$ cat config.mk
export PLATFORM = sky130hd
export DESIGN_NAME = multiword_add_sequencer
export DESIGN_NICKNAME = d
export VERILOG_FILES = /design/src/rtl/multiword_add_sequencer.sv
export SDC_FILE = /design/constraint.sdc
export NUM_CORES = 1
export LEC_CHECK = 0
export CORE_MARGIN = 3
export CORE_UTILIZATION = 49
export CTS_CLUSTER_DIAMETER = 100
export DETAILED_ROUTE_END_ITERATION = 12
export PLACE_DENSITY = 0.85
export SLEW_MARGIN = 10
export SYNTH_ARGS = -nofsm -noshare
export SYNTH_HDL_FRONTEND = slang
export SYNTH_SLANG_ARGS = --single-unit
$ cat constraint.sdc
create_clock -name clk -period 3.7 [get_ports clk]
set_input_delay 0.74 -clock clk [delete_from_list [all_inputs] [get_ports clk]]
set_output_delay 0.74 -clock clk [all_outputs]
set_load 0.05 [all_outputs]
$ cat src/rtl/multiword_add_sequencer.sv
// Multiword add/subtract sequencer.
// Accepts one W-bit add or subtract operation through a valid/ready handshake.
// The operation is evaluated one 4-bit nibble per cycle through a single
// ripple-carry slice, least significant nibble first. The result is then held
// under valid/ready backpressure until the consumer takes it.
module multiword_add_sequencer #(
    parameter int NIBBLES = 4
) (
    input  logic                 clk,
    input  logic                 rst,
    input  logic                 in_valid,
    output logic                 in_ready,
    input  logic [4*NIBBLES-1:0] a,
    input  logic [4*NIBBLES-1:0] b,
    input  logic                 cin,
    input  logic                 sub,
    output logic                 out_valid,
    input  logic                 out_ready,
    output logic [4*NIBBLES-1:0] sum,
    output logic                 cout,
    output logic                 ovf,
    output logic                 busy
);

    localparam int W  = 4 * NIBBLES;
    localparam int IW = (NIBBLES > 1) ? $clog2(NIBBLES) : 1;

    localparam logic [1:0] S_IDLE = 2'd0;
    localparam logic [1:0] S_RUN  = 2'd1;
    localparam logic [1:0] S_DONE = 2'd2;

    localparam logic [IW-1:0] LAST_IDX = IW'(NIBBLES - 1);

    logic [1:0]    state_q;
    logic [IW-1:0] idx_q;
    logic          carry_q;
    logic [W-1:0]  a_q;
    logic [W-1:0]  b_q;      // already inverted when subtracting
    logic [W-1:0]  sum_q;
    logic          cout_q;
    logic          ovf_q;

    logic [3:0]    slice_a;
    logic [3:0]    slice_b;
    logic [3:0]    slice_sum;
    logic          slice_cout;
    logic          slice_c_msb; // carry into bit 3 of the slice

    logic          accept;
    logic          release_result;

    assign in_ready  = (state_q == S_IDLE);
    assign out_valid = (state_q == S_DONE);
    assign busy      = (state_q != S_IDLE);
    assign sum       = sum_q;
    assign cout      = cout_q;
    assign ovf       = ovf_q;

    assign accept         = in_valid && in_ready;
    assign release_result = out_valid && out_ready;

    // One 4-bit bitwise ripple-carry slice on the currently selected nibble.
    always_comb begin
        logic cv;
        // NOTE: every output of a combinational block gets a default before
        // any conditional or loop, so no path can leave it unassigned (latch).
        slice_a     = a_q[4*idx_q +: 4];
        slice_b     = b_q[4*idx_q +: 4];
        slice_sum   = '0;
        slice_c_msb = 1'b0;
        cv          = carry_q;
        for (int i = 0; i < 4; i++) begin
            if (i == 3) begin
                slice_c_msb = cv;
            end
            slice_sum[i] = slice_a[i] ^ slice_b[i] ^ cv;
            cv           = (slice_a[i] & slice_b[i]) | (cv & (slice_a[i] ^ slice_b[i]));
        end
        slice_cout = cv;
    end

    // Operand capture; only ever loaded on acceptance, so no reset needed.
    always_ff @(posedge clk) begin
        // NOTE: non-blocking assignments for all clocked state so every
        // register samples pre-edge values regardless of statement order.
        if (accept) begin
            a_q <= a;
            b_q <= b ^ {W{sub}};
        end
    end

    // Control FSM, carry chain and result registers.
    always_ff @(posedge clk) begin
        if (rst) begin
            state_q <= S_IDLE;
            idx_q   <= '0;
            carry_q <= 1'b0;
            sum_q   <= '0;
            cout_q  <= 1'b0;
            ovf_q   <= 1'b0;
        end else begin
            case (state_q)
                S_IDLE: begin
                    if (accept) begin
                        carry_q <= sub ? 1'b1 : cin;
                        idx_q   <= '0;
                        state_q <= S_RUN;
                    end
                end
                S_RUN: begin
                    sum_q[4*idx_q +: 4] <= slice_sum;
                    carry_q             <= slice_cout;
                    if (idx_q == LAST_IDX) begin
                        cout_q  <= slice_cout;
                        ovf_q   <= slice_c_msb ^ slice_cout;
                        idx_q   <= '0;
                        state_q <= S_DONE;
                    end else begin
                        idx_q <= idx_q + 1'b1;
                    end
                end
                S_DONE: begin
                    if (release_result) begin
                        state_q <= S_IDLE;
                    end
                end
                default: begin
                    state_q <= S_IDLE;
                end
            endcase
        end
    end

endmodule
After elaboration in Yosys (flattened, before gate mapping). Index checks and enable logic that the tools add are counted.

$add $sub $neg: 2. $mul: 0. Div/mod/pow operators: 0. $lt $le $gt $ge: 0. Equality and inequality tests: 6. Shift operators: 4. Mux-type cells: 11. Bitwise logic cells: 22. Reduce and logical (&&, ||, !) cells: 8.

Operator list (count): $neg 4->34 (1); $shift 4x34->16 const A (1); $shiftx 4x34->16 (1); $shiftx 16x5->4 (2); $bwmux 16 (1); $xor 16x16->16 (1); $mux 2 (5); $xor 1x1->1 (9); $and 1x1->1 (8); $pmux 2 s3 (1); $eq 2x2->1 const B (2); $ne 2x1->1 const B (2); $or 1x1->1 (4); $pmux 2 s2 (1); $reduce_and 2->1 (2); $reduce_bool 2->1 (2); $reduce_and 3->1 (1); $add 2x1->2 const B (1); $eq 2x1->1 const B (1); $logic_and 1x1->1 (2); $logic_not 2->1 (1); $mux 1 (2); $ne 2x2->1 const B (1); $pmux 1 s2 (1).

Flip-flop bits (word level): 55. Latch bits: 0. RAM bits: 0. ROM bits: 0. Input bits: 38. Output and inout bits: 21. Memories: 0.

Depth between registers and ports, before layout.
Word-level depth: 11. Gate-level depth with buffers: 11.

Least setup slack after synthesis. OpenSTA, ideal clock, no wires.

Path type: register to register. From: register idx_q[0]. To: register carry_q. Setup time: 0.117 ns. Arrival: 2.707 ns. Data required time: 3.583 ns. Setup slack: 0.875 ns. Stages on the path, launching flop included: 12. Period minus slack after synthesis: 2.825 ns. Cells stage by stage: dfxtp_1 > buf_6 > mux4_2 > inv_1 > fa_1 > fa_1 > inv_1 > fa_1 > fa_1 > nand2_1 > o21ai_0 > a32o_1.

Longest elaborated chain between the ends: 11. Elaborated cells between the ends (all ways): 19.

Ends and longest elaborated chain: start: declaration (RTL line 35) `logic [IW-1:0] idx_q;`; start signal: assignment (RTL line 119) `idx_q <= idx_q + 1'b1;`; $shiftx 16x5->4, on equally long branches (RTL line 67, 68); $xor 1x1->1 (RTL line 77) `cv = (slice_a[i] & slice_b[i]) | (cv & (slice_a[i] ^ slice_b[i]));`; $and 1x1->1 (RTL line 77); $or 1x1->1 (RTL line 77); $and 1x1->1 (RTL line 77); $or 1x1->1 (RTL line 77); $and 1x1->1 (RTL line 77); $or 1x1->1 (RTL line 77); $and 1x1->1 (RTL line 77); $or 1x1->1 (*) (RTL line 77); via slice_cout (RTL line 46) `logic slice_cout;`; $pmux 1 s2 (*) (RTL line 102) `case (state_q)`; end signal: assignment (RTL line 105) `carry_q <= sub ? 1'b1 : cin;`; end signal: assignment (RTL line 112) `carry_q <= slice_cout;`; end: declaration (RTL line 36) `logic carry_q;`.

Mark *: on every way through the listed nets, which the timed path passes. The rest lies on a longest branch. A chain may end at the register's enable or synchronous reset.

Final worst setup path. Same ends and word-level chain as after synthesis.

==> reports/qor.txt <==
outcome = complete, no violations
crit path capture type = register
die footprint = 0.006019 mm²
share of the synthesized area in the top cell type = 0.3827
final core utilization = 0.6684
num ports = 59
Seq cells post-synth = 55
post-CTS setup buffers = 0
syn_nets = 233
wire per inst = 14.84 µm
area grow syn2layout = 29.05%
PortBufs = 58
Setup crit start = idx_q[0]$_SDFFE_PP0P_
sequential share of power = 0.553
gr usage total = 0.1645
min Tclk post-route = 2.913 ns
count leader, synth = edfxtp_1
Comb power frac = 0.172
Worst-path clk slew = 0.09 ns
clk root buf = clkbuf_8
Cell Pwr Density = 389.2 mW/mm²
Tightest Pin Transition = 0.8284 ns
Post-DP HPWL = 3.568 mm
fmax = 343.3 MHz
Async SR Flop Fraction = 0
H-tree lvl count = 2
Crit Path Class = register to register
Post-synth top cells = edfxtp_1, dfxtp_1, inv_1
Slew HR = 0.4460
chip width = 77.59 µm
Net Sw Power = 306.6 µW
Placeable Area = 0.004848 mm²
Hold Crit Start = sum[6]$_SDFFE_PP0P_
GP Congestion = 0.8251
count of final setup violators = 0
RSZ-0062 raised after global routing = no
startpoint types = register
Initial Utilization = 0.5179
chip height = 77.59 µm
nets = 294
Setup Skew = 0.004957 ns
number of buffers created by CTS = 5
drt initial violations = 108
first-pass GRT wire length = 7.810 mm
number of synthesized flops with an enable pin = 32
synth warn = 0
Via density = 5.204
clock group share of total power = 0.275
TritonCTS Sinks = 55
final slew viol count = 0
syn avg cell area = 13.57 µm²
Final Instance Area = 0.003241 mm²
Worst EP required = 3.90 ns
total congestion overflow = 0
Tcrit/Tclk final = 0.7872
Worst Hold Class = register to register
fill count = 382
setup TNS = 0 ns
dominant cell type by area after synthesis = edfxtp_1
CTS Hold Bufs = 0
Max Cap Viol = 0
synthesized area = 0.002511 mm²
worst path arrival time = 3.12 ns
internal power = 954.6 µW
vias post-DR = 1634
initial antenna violation count = 0
number of global-route vias before repair = 1649
final-report hold violation count = 0
R2R Path Start = idx_q[0]$_SDFFE_PP0P_
DRC viols = 0
First-pass DRT Iterations = 4
placed cell areas = 0.003141 mm²
antenna-violating nets left = 0
CTS resizes = 0
largest net degree at the start of global routing = 33
FP Rows = 25
Main synth FF type = edfxtp_1
synth top area cells = edfxtp_1, dfxtp_1, mux4_1, xor2_1, fa_1
Skew-Pair Late Insertion Delay = 0.30 ns
Lkg Pwr = 0.001179 µW
sw frac = 0.2431
Post-Synthesis Cells = 185
CTS tree = yes
Worst Path Max Fanout = 5
DRT Wirelength = 4.660 mm
share of cells above drive strength 1 = 0.06478
Antenna diodes = 0
Cell variety after synth = 38
maximum VDD drop = 0.2232 mV
Max clock buf depth = 2
post-synthesis sequential area ratio = 0.5660
[cell families (layout without fill, tap and decap cells)]
| group | Yosys count | count (layout) | synth area share |
|---|---|---|---|
| xor gates and xnor gates | 17 | 17 | 0.05929 |
| AOI/OAI and AO/OA | 24 | 24 | 0.06976 |
| and+or+nand+nor | 40 | 40 | 0.09567 |
| muxes | 10 | 10 | 0.09019 |
| DFF | 55 | 55 | 0.5660 |
| buffers and inverters | 29 | 91 | 0.05730 |
| adders and majority gates | 10 | 10 | 0.06178 |
[cell type report]
cell class / count / area (µm²) / area share
flip-flops and latches: 55 / 1421 / 0.4386
multi-input cells: 101 / 945.9 / 0.2919
repair buffers: 62 / 610.6 / 0.1884
clock buffers: 7 / 96.34 / 0.02973
well taps: 67 / 83.83 / 0.02587
inverters: 21 / 78.83 / 0.02432
clock inverters: 1 / 3.754 / 0.001158
[placed cells by master (no fill, tap or decap), types with 6 or more instances in the layout]
| cell type | n |
|---|---|
| o32ai_1 | 8 |
| inv_1 | 22 |
| nand2_1 | 9 |
| xor2_1 | 17 |
| clkbuf_8 | 7 |
| a21oi_1 | 7 |
| clkdlybuf4s50_1 | 58 |
| ha_1 | 6 |
| edfxtp_1 | 32 |
| dfxtp_1 | 23 |
| nor2_1 | 9 |
| mux4_1 | 7 |
[stage by stage]
step	cells	worst slack, ns	hold slack, ns	power (µW)
floorplan	185	0.8755	0.4689	843.2
finish	314	0.7872	0.4594	1261
global route	314	0.6673	0.4827	1314
global placement	306	0.9395	0.4425	921.7
CTS	314	0.8015	0.4584	1269
detailed placement	306	0.8275	0.4461	929.8
[path summary, 6_finish.rpt]
path                     endpoint  slack [ns]  cells after the start
max reg2reg  carry_q$_SDFFE_PP0P_        0.79                     10
min reg2reg   sum[6]$_SDFFE_PP0P_        0.46                      2
max          carry_q$_SDFFE_PP0P_        0.79                     10
min           sum[6]$_SDFFE_PP0P_        0.46                      2
[registers in the layout, summed over array words and instances, names as in the netlist]
signal	cells
b_q	16
cout	1
sum	16
idx_q	2
ovf	1
state_q	2
carry_q	1
a_q	16
[worst max-delay path, stage by stage, from the launching register on]
cell	delay, ns
dfxtp_1	0.48
mux4_1	0.60
inv_1	0.09
fa_1	0.18
fa_1	0.16
inv_1	0.05
fa_1	0.41
fa_1	0.44
nand2_1	0.07
o21ai_0	0.10
a32o_1	0.23
[power groups by stage]
stage                     clock network (µW)  registers, µW  logic (µW)
final                                    347            697         217
after global routing                     376            701         237
after CTS                                352            697         219
after detailed placement                   0            712         218
after global placement                     0            709         212
after floorplan                            0            721         122
[routing by layer]
metal | vias to the layer above | global-route usage | share of wire
met3 | 7 | 0.04756 | 0.054
met2 | 58 | 0.2851 | 0.52
met5 | - | 0 | 0
met1 | 776 | 0.1951 | 0.41
met4 | 0 | 0.05516 | 0.012
li1 | 793 | - | -
Power figures use the tool's default switching activity.
